==> src/rtl/aluop_defs_pkg.sv <==
`default_nettype none
// ============================================================================
// Module   : aluop_defs (package)
// Brief    : Opcode and ALU-op encodings shared by the decode stage.
// Revision : 1.0 - initial release
// ============================================================================
package aluop_defs;

    // Instruction opcodes (5-bit field)
    localparam logic [4:0] OP_RTYPE = 5'b00000;
    localparam logic [4:0] OP_J     = 5'b00001;
    localparam logic [4:0] OP_BNE   = 5'b00010;
    localparam logic [4:0] OP_JAL   = 5'b00011;
    localparam logic [4:0] OP_JR    = 5'b00100;
    localparam logic [4:0] OP_ADDI  = 5'b00101;
    localparam logic [4:0] OP_BLT   = 5'b00110;
    localparam logic [4:0] OP_SW    = 5'b00111;
    localparam logic [4:0] OP_LW    = 5'b01000;
    localparam logic [4:0] OP_SETX  = 5'b10101;
    localparam logic [4:0] OP_BEX   = 5'b10110;

    // ALU operation encodings
    localparam logic [4:0] ALU_ADD       = 5'b00000;
    localparam logic [4:0] ALU_SUB       = 5'b00001;
    localparam logic [4:0] ALU_MAX_LEGAL = 5'b00111;

endpackage

`default_nettype wire

==> src/rtl/aluop_decode_comb.sv <==
`default_nettype none
// ============================================================================
// Module   : aluop_decode_comb
// Brief    : Pure combinational opcode table: instruction -> ALU op,
//            immediate-select and illegal flag.
// Revision : 1.0 - initial release
// ============================================================================
module aluop_decode_comb
    import aluop_defs::*;
#(
    parameter int INSN_WIDTH   = 32,
    parameter int OPCODE_LSB   = 27,
    parameter int OPCODE_WIDTH = 5,
    parameter int ALUOP_WIDTH  = 5
) (
    input  logic [INSN_WIDTH-1:0]  insn,
    output logic [ALUOP_WIDTH-1:0] alu_op,
    output logic                   use_imm,
    output logic                   illegal
);

    logic [OPCODE_WIDTH-1:0] opcode;
    logic [ALUOP_WIDTH-1:0]  rtype_op;
    // Only the opcode and R-type ALU field are decoded; the rest is folded here
    logic                    unused_insn_bits;

    assign opcode           = insn[OPCODE_LSB+OPCODE_WIDTH-1 -: OPCODE_WIDTH];
    assign rtype_op         = insn[ALUOP_WIDTH+1:2];
    assign unused_insn_bits = ^insn;

    // Table lookup; anything not listed is flagged illegal
    always_comb begin
        alu_op  = ALUOP_WIDTH'(ALU_ADD);
        use_imm = 1'b0;
        illegal = 1'b1;
        case (opcode)
            OPCODE_WIDTH'(OP_RTYPE): begin
                alu_op  = rtype_op;
                illegal = (rtype_op > ALUOP_WIDTH'(ALU_MAX_LEGAL));
            end
            OPCODE_WIDTH'(OP_ADDI),
            OPCODE_WIDTH'(OP_SW),
            OPCODE_WIDTH'(OP_LW): begin
                use_imm = 1'b1;
                illegal = 1'b0;
            end
            OPCODE_WIDTH'(OP_BNE),
            OPCODE_WIDTH'(OP_BLT): begin
                alu_op  = ALUOP_WIDTH'(ALU_SUB);
                illegal = 1'b0;
            end
            OPCODE_WIDTH'(OP_J),
            OPCODE_WIDTH'(OP_JAL),
            OPCODE_WIDTH'(OP_JR),
            OPCODE_WIDTH'(OP_SETX),
            OPCODE_WIDTH'(OP_BEX): begin
                illegal = 1'b0;
            end
            default: begin
                illegal = 1'b1;
            end
        endcase
    end

endmodule

`default_nettype wire

==> src/rtl/aluop_decode_stage.sv <==
`default_nettype none
// ============================================================================
// Module   : aluop_decode_stage
// Brief    : Valid/ready decode stage with a DEPTH-entry output queue and a
//            saturating count of delivered instructions.
// Revision : 1.0 - initial release
// ============================================================================
module aluop_decode_stage
    import aluop_defs::*;
#(
    parameter int INSN_WIDTH   = 32,
    parameter int OPCODE_LSB   = 27,
    parameter int OPCODE_WIDTH = 5,
    parameter int ALUOP_WIDTH  = 5,
    parameter int DEPTH        = 2,   // power of two, >= 1
    parameter int COUNT_WIDTH  = 16
) (
    input  logic                   clock,
    input  logic                   reset,
    input  logic                   in_valid,
    input  logic [INSN_WIDTH-1:0]  in_insn,
    output logic                   in_ready,
    output logic                   out_valid,
    input  logic                   out_ready,
    output logic [INSN_WIDTH-1:0]  out_insn,
    output logic [ALUOP_WIDTH-1:0] out_alu_op,
    output logic                   out_use_imm,
    output logic                   out_illegal,
    output logic [COUNT_WIDTH-1:0] decode_count
);

    // A 1-entry queue still needs a 1-bit pointer; it simply never moves
    localparam int PTR_W = (DEPTH > 1) ? $clog2(DEPTH) : 1;
    localparam int OCC_W = $clog2(DEPTH) + 1;

    logic [INSN_WIDTH-1:0]  mem_insn    [DEPTH];
    logic [ALUOP_WIDTH-1:0] mem_alu_op  [DEPTH];
    logic                   mem_use_imm [DEPTH];
    logic                   mem_illegal [DEPTH];

    logic [PTR_W-1:0]       wr_ptr;
    logic [PTR_W-1:0]       rd_ptr;
    logic [PTR_W-1:0]       rd_next;
    logic [OCC_W-1:0]       occupancy;
    logic [OCC_W-1:0]       remaining;

    logic [ALUOP_WIDTH-1:0] dec_alu_op;
    logic                   dec_use_imm;
    logic                   dec_illegal;
    logic                   full;
    logic                   push;
    logic                   pop;

    function automatic logic [PTR_W-1:0] ptr_inc(input logic [PTR_W-1:0] p);
        return (p == PTR_W'(DEPTH - 1)) ? '0 : p + 1'b1;
    endfunction

    aluop_decode_comb #(
        .INSN_WIDTH   (INSN_WIDTH),
        .OPCODE_LSB   (OPCODE_LSB),
        .OPCODE_WIDTH (OPCODE_WIDTH),
        .ALUOP_WIDTH  (ALUOP_WIDTH)
    ) u_decode (
        .insn    (in_insn),
        .alu_op  (dec_alu_op),
        .use_imm (dec_use_imm),
        .illegal (dec_illegal)
    );

    assign full      = (occupancy == OCC_W'(DEPTH));
    assign in_ready  = !full;
    assign out_valid = (occupancy != '0);
    assign push      = in_valid && !full;
    assign pop       = out_valid && out_ready;
    assign rd_next   = pop ? ptr_inc(rd_ptr) : rd_ptr;
    // Entries left in storage after this edge's pop, not counting the push
    assign remaining = occupancy - OCC_W'(pop);

    // Queue storage: decoded entry lands at the write pointer on a push
    always_ff @(posedge clock) begin
        if (push) begin
            mem_insn[wr_ptr]    <= in_insn;
            mem_alu_op[wr_ptr]  <= dec_alu_op;
            mem_use_imm[wr_ptr] <= dec_use_imm;
            mem_illegal[wr_ptr] <= dec_illegal;
        end
    end

    // Pointers, occupancy and the registered head-of-queue outputs
    always_ff @(posedge clock) begin
        if (reset) begin
            wr_ptr      <= '0;
            rd_ptr      <= '0;
            occupancy   <= '0;
            out_insn    <= '0;
            out_alu_op  <= '0;
            out_use_imm <= 1'b0;
            out_illegal <= 1'b0;
        end else begin
            if (push) begin
                wr_ptr <= ptr_inc(wr_ptr);
            end
            rd_ptr    <= rd_next;
            occupancy <= remaining + OCC_W'(push);
            // Head comes from storage if anything older survives, otherwise
            // from the entry being pushed; with neither, hold the last value
            if (remaining != '0) begin
                out_insn    <= mem_insn[rd_next];
                out_alu_op  <= mem_alu_op[rd_next];
                out_use_imm <= mem_use_imm[rd_next];
                out_illegal <= mem_illegal[rd_next];
            end else if (push) begin
                out_insn    <= in_insn;
                out_alu_op  <= dec_alu_op;
                out_use_imm <= dec_use_imm;
                out_illegal <= dec_illegal;
            end
        end
    end

    // Saturating count of output handshakes
    always_ff @(posedge clock) begin
        if (reset) begin
            decode_count <= '0;
        end else if (pop && (decode_count != '1)) begin
            decode_count <= decode_count + 1'b1;
        end
    end

endmodule

`default_nettype wire
==> config.mk <==
export PLATFORM = sky130hd
export DESIGN_NAME = aluop_decode_stage
export DESIGN_NICKNAME = d
export VERILOG_FILES = /design/src/rtl/aluop_defs_pkg.sv /design/src/rtl/aluop_decode_comb.sv /design/src/rtl/aluop_decode_stage.sv
export SDC_FILE = /design/constraint.sdc
export NUM_CORES = 1
export LEC_CHECK = 0
export BUFFER_PORTS_ARGS = -buffer_cell sky130_fd_sc_hd__buf_4
export CAP_MARGIN = 20
export CORE_MARGIN = 4
export CORE_UTILIZATION = 45
export DETAILED_ROUTE_END_ITERATION = 7
export GPL_ROUTABILITY_DRIVEN = 0
export PLACE_DENSITY = 0.62
export SETUP_SLACK_MARGIN = 0.02
export SYNTH_ARGS = -nofsm -noshare
export SYNTH_HDL_FRONTEND = slang
export SYNTH_SLANG_ARGS = --single-unit
==> constraint.sdc <==
create_clock -name clock -period 6.5 [get_ports clock]
set_input_delay 0.325 -clock clock [delete_from_list [all_inputs] [get_ports clock]]
set_output_delay 0.325 -clock clock [all_outputs]
set_load 0.005 [all_outputs]
==> run summary, run 1 <==
leakage -> 0.00281 uW
Die Wd -> 121 um
Synth cell types -> 49
CP max FO -> 36
Yosys top cell area share -> 0.411
Routed Antenna Nets -> 0
final hold vios -> 0
Critical Path Sink Type -> register
cell-internal power -> 2150 uW
RSZ-0062 raised after global routing -> false
status -> finished clean
core area -> 0.0122 sq mm
io pins -> 93
Pwr Density -> 441 mW/mm^2
R2R setup slack -> 3930 ps
drt pass-1 iters -> 4
Comb power frac -> 0.307
worst hold path class -> in2reg
Rows -> 40
# H-tree levels -> 4
Setup CP Type -> reg2reg
most common cell after layout, fill and taps aside -> buf_4
FF-to-FF Start -> occupancy[0]$_SDFF_PP0_
DRT Wirelength -> 12800 um
Post-Route M1 WL -> 5710 um
CTS Buf Count -> 17
Ant. Diodes -> 0
WHS Path Cells -> 1
worst-margin pin slew -> 1050 ps
fraction of registers with async set/reset -> 0
layout cells sized above 1 -> 0.252
largest stage delay on the critical path -> 550 ps
Slew Viols, Final -> 0
Via density -> 5.49
final worst-path cycle share -> 0.395
most frequent cells in the layout -> buf_4 (98), edfxtp_1 (78), dfxtp_1 (59), a21oi_1 (43), nand2_1 (41)
WP data required -> 6770 ps
worst vdd ir -> 0.229 mV
Post-CTS Setup Bufs -> 0
Worst Skew -> 6.44 ps
largest net degree at the start of global routing -> 67
Clock Tree Root -> clkbuf_16
Die Y -> 121 um
Final TNS setup -> 0 ps
metal2 WL -> 5990 um
die area -> 0.0145 sq mm
main area contributors after synthesis -> edfxtp_1 (41%), dfxtp_1 (21%), mux2i_1 (7.0%)
Tot GR Track Use -> 0.184
Avg Cell Area, Syn -> 12.4 sq um
slew margin rel. -> 0.302
R2R Path End -> occupancy[0]$_SDFF_PP0_
Syn Nets -> 497
Post-DP HPWL -> 7850 um
HP Start -> in_insn[22]
number of synthesized flops with an enable pin -> 78
top sig layer -> met4
Reg clk slew, reported paths -> 60 ps
Hold EP -> mem_insn[0][22]$_DFFE_PP_
worst-path cell chain -> nand2b_1, nand2_1, buf_4, inv_1, buf_4, ha_1, nor2b_1
Pwr Total -> 3100 uW
CTS Hold Bufs -> 0
DR WL/cell -> 17.6 um
switching share of power -> 0.307
antenna violations before repair -> 0
clk sink count -> 137
first-pass GRT wire length -> 20800 um
crit path from -> occupancy[0]$_SDFF_PP0_
CTS resizes -> 0
CP arrival -> 2840 ps
area leader, netlist -> edfxtp_1
slowest CP cell -> inv_1
synthesized cell area -> 0.00570 sq mm
Starting DRT DRC Count -> 375
Sequential Area -> 0.00352 sq mm
Max Buffers Root-to-Sink -> 2
area grow syn2layout -> 23.4%
sequential-to-total area share from yosys stat -> 0.618
max_cap viols -> 0
drt drc -> 0
DR vias -> 3968
Seq pwr share -> 0.392
most used cell, CP -> buf_4
Worst Setup Start Kind -> register
Initial Utilization -> 0.467
clk_lat worst skew -> 410 ps
vias in the first global route -> 4050
flops & latches, synth -> 137
number of cells on the worst reg-to-reg path -> 7
switching pwr -> 953 uW
Syn. warnings -> 0
crit path time final -> 2570 ps
port buffer count -> 92
synthesized netlist cell count -> 458
Clk pwr share -> 0.302
ys flop type -> edfxtp_1
slack of the critical path -> 3930 ps
CTS tree -> done
final setup fails -> 0
Max Freq -> 0.389 GHz
GRT overflow -> 0
met3 wire len -> 871 um
Multi-input gate area -> 0.00195 sq mm
final net count -> 581
DP Worst Slack -> 3920 ps
fill count -> 1049
-- worst max path at each step --
stage | endpoint | cells past startpoint | slack, ps
CTS | occupancy[0]$_SDFF_PP0_ | 7 | 3890
detailed placement | occupancy[0]$_SDFF_PP0_ | 7 | 3920
floorplan | mem_alu_op[0][0]$_DFFE_PP_ | 5 | 3430
global route | out_insn[7]$_SDFFE_PP0P_ | 9 | 3720
global placement | occupancy[0]$_SDFF_PP0_ | 7 | 3980
finish | occupancy[0]$_SDFF_PP0_ | 7 | 3930
-- layout make-up --
class	count	share of cell area
sequential	137	0.501
multi-input combinational	276	0.277
timing repair buffer	98	0.105
clock buffer	21	0.0626
tap	168	0.0299
clock inverter	11	0.0183
inverter	12	0.00676
-- through the flow --
step | instances | area (sq um) | utilization | hold WS (ps)
global placement | 691 | 6460 | 0.529 | 473
floorplan | 458 | 5700 | - | 424
finish | 723 | 7030 | 0.576 | 106
CTS | 723 | 7030 | 0.576 | 85.3
global route | 723 | 7030 | 0.576 | 82.7
detailed placement | 691 | 6460 | 0.529 | 496
-- critical path, delay by kind of cell (launching register included) --
| family | cells | cell delay (ps) |
|---|---|---|
| adder cells (fa/ha/maj) | 1 | 290 |
| AND/OR/NAND/NOR | 3 | 530 |
| buffers and inverters | 3 | 1220 |
| flip-flops | 1 | 360 |
-- layer usage --
metal  track usage  vias to the layer above
li1              -                     1923
met1         0.240                     1919
met2         0.286                      112
met3        0.0547                       14
met4        0.0772                        0
met5             0                        -
-- power by group through the flow --
stage | Clock [uW] | Sequential (uW) | Combinational, uW
2_1_floorplan | 0 | 1220 | 687
3_3_place_gp | 0 | 1230 | 932
3_5_place_dp | 0 | 1230 | 959
4_1_cts | 953 | 1220 | 968
5_1_grt | 999 | 1230 | 1060
6_report | 936 | 1210 | 951
-- state kept, by name, indices dropped and copies added (netlist names), 2 cells and up --
register and cells:
decode_count 16, mem_alu_op 10, mem_illegal 2, mem_insn 64
mem_use_imm 2, occupancy 2, out_alu_op 5, out_insn 32
-- Yosys cell counts (all sizes together), types with 8 or more instances --
master,n
a211oi,12
a21oi,43
a221oi,33
buf,9
clkbuf,24
dfxtp,59
edfxtp,78
inv,12
mux2,8
mux2i,40
nand2,43
nand4,8
nor2,17
nor2b,12
-- cell families (layout without fill, tap and decap cells) --
family | after synthesis | count (layout) | synth area share
xor+xnor | 4 | 4 | 0.00944
mux | 48 | 48 | 0.0860
compound gates | 108 | 108 | 0.133
fa+ha+maj | 3 | 3 | 0.00658
buf+inv | 45 | 142 | 0.0424
flops | 137 | 137 | 0.618
simple gates | 113 | 113 | 0.105
(Power assumes the default switching activity.)
==> run 2, diff against run 1 <==
PLACE_DENSITY = 0.64   (was 0.62)
clock period = 2.1 ns   (was 6.5 ns; I/O delays follow)
==> run summary, run 2 (synthesis gave the netlist of run 1 again) <==
DR vias -> 4171
R2R setup slack -> 160 ps
Pwr Density -> 1390 mW/mm^2
placed cells -> 703
io pins -> 93
first-pass GRT wire length -> 20900 um
Biggest register -> mem_insn
Setup CP Type -> reg2reg
most frequent cells in the layout -> buf_4 (106), edfxtp_1 (78), dfxtp_1 (59), a21oi_1 (43), nand2_1 (41)
crit path from -> occupancy[1]$_SDFF_PP0_
Routed Antenna Nets -> 0
# H-tree levels -> 4
Critical Path Sink -> out_alu_op[3]$_SDFFE_PP0P_
final hold vios -> 0
Tot GR Track Use -> 0.187
Starting DRT DRC Count -> 369
Clock Tree Root -> clkbuf_16
DRT Wirelength -> 13200 um
Ant. Diodes -> 0
largest net degree at the start of global routing -> 67
worst hold path class -> in2reg
R2R Path End -> out_alu_op[3]$_SDFFE_PP0P_
port buffer count -> 92
DR WL/cell -> 17.2 um
Worst Setup Start Kind -> register
final setup fails -> 0
FF-to-FF Start -> occupancy[1]$_SDFF_PP0_
final net count -> 627
Largest register FFs -> 64
slew margin rel. -> 0.491
GRT overflow -> 0
clk_lat worst skew -> 420 ps
vias in the first global route -> 4020
WHS Path Cells -> 4
biggest regs -> mem_insn: 64 flops, out_insn: 32 flops, decode_count: 16 flops
Slew Viols, Final -> 0
WP data required -> 2360 ps
worst-margin pin slew -> 763 ps
clk sink count -> 137
CP max FO -> 24
core area -> 0.0122 sq mm
area grow syn2layout -> 34.8%
number of cells on the worst reg-to-reg path -> 9
Die Y -> 121 um
most common cell after layout, fill and taps aside -> buf_4
drt pass-1 iters -> 4
status -> finished clean
CTS Buf Count -> 17
final worst-path cycle share -> 0.925
crit path time final -> 1940 ps
Post-DP HPWL -> 8130 um
layout cells sized above 1 -> 0.275
Critical Path Sink Type -> register
Worst Skew -> 6.18 ps
CP arrival -> 2210 ps
drt drc -> 0
Via density -> 5.42
RSZ-0062 raised after global routing -> false
Die Wd -> 121 um
leakage -> 0.00311 uW
Max Buffers Root-to-Sink -> 2
worst vdd ir -> 0.706 mV
Max Freq -> 0.515 GHz
max_cap viols -> 0
Final Non-Filler Cells -> 769
Final TNS setup -> 0 ps
die area -> 0.0145 sq mm
CTS tree -> done
Reg clk slew, reported paths -> 60 ps
Initial Utilization -> 0.467
Rows -> 40
antenna violations before repair -> 0
-- run 2: changes by cell type in the layout (fill, tap and decap cells not counted), moves of 4 or more --
cell,change
dlygate4sd3_1,+32
buf_4,+8
buf_12,+5
bufinv_16,+4
clkbuf_1,-4
-- run 2: cell type report --
cell class,count,area (sq um)
sequential,137,3520
clock inverter,15,254
clock buffer,17,425
timing repair buffer,144,1240
tap,168,210
inverter,12,47.5
fill,975,4530
multi-input combinational,276,1980
-- run 2: worst min-delay path by stage --
| stage | endpoint | slack [ps] | startpoint |
|---|---|---|---|
| after detailed placement | mem_insn[1][26]$_DFFE_PP_ | 300 | in_insn[26] |
| after floorplan | mem_insn[0][0]$_DFFE_PP_ | 200 | in_insn[0] |
| after global placement | mem_insn[0][26]$_DFFE_PP_ | 300 | in_insn[26] |
| after CTS | decode_count[1]$_SDFFE_PP0P_ | 100 | out_ready |
| final | decode_count[1]$_SDFFE_PP0P_ | 120 | out_ready |
| after global routing | decode_count[1]$_SDFFE_PP0P_ | 110 | out_ready |
-- run 2: timing repair --
item,in CTS,in global routing
buffers inserted,0,1
resized for setup,0,6
hold buffers,32,0
endpoints found under the hold margin,92,0
setup endpoints to repair,0,5
-- run 2: worst max-delay path, cell delays in order (launching register included) --
cell	delay, ps
dfxtp_1	350
or2_4	280
nand2_4	90
inv_4	30
ha_1	200
xnor2_2	230
nand2_4	120
buf_12	180
a211oi_1	220
a211oi_1	80
-- run 2: routing by layer --
| layer | vias to the layer above | wire [um] | global-route usage |
|---|---|---|---|
| met5 | - | 0 | 0 |
| met4 | 0 | 215 | 0.0814 |
| li1 | 2010 | - | - |
| met3 | 19 | 613 | 0.0514 |
| met2 | 105 | 6190 | 0.285 |
| met1 | 2037 | 6210 | 0.250 |
-- run 2: per-stage QoR --
stage          utilization  instance area, sq um  hold WS, ps  setup WS, ps  power (uW)
6_report             0.629                  7680          120           158       10700
5_1_grt              0.629                  7680          109          38.7       11200
4_1_cts              0.624                  7620          101          83.0       10600
3_5_place_dp         0.542                  6620          304           142        7070
3_3_place_gp         0.542                  6620          301           228        6970
2_1_floorplan            -                  5710          204          62.2        5900
-- run 2: power breakdown --
group	total, uW	switching, uW	internal [uW]
clock network	3420	1090	2330
logic	3490	1770	1720
registers	3750	276	3470
total	10700	3140	7520
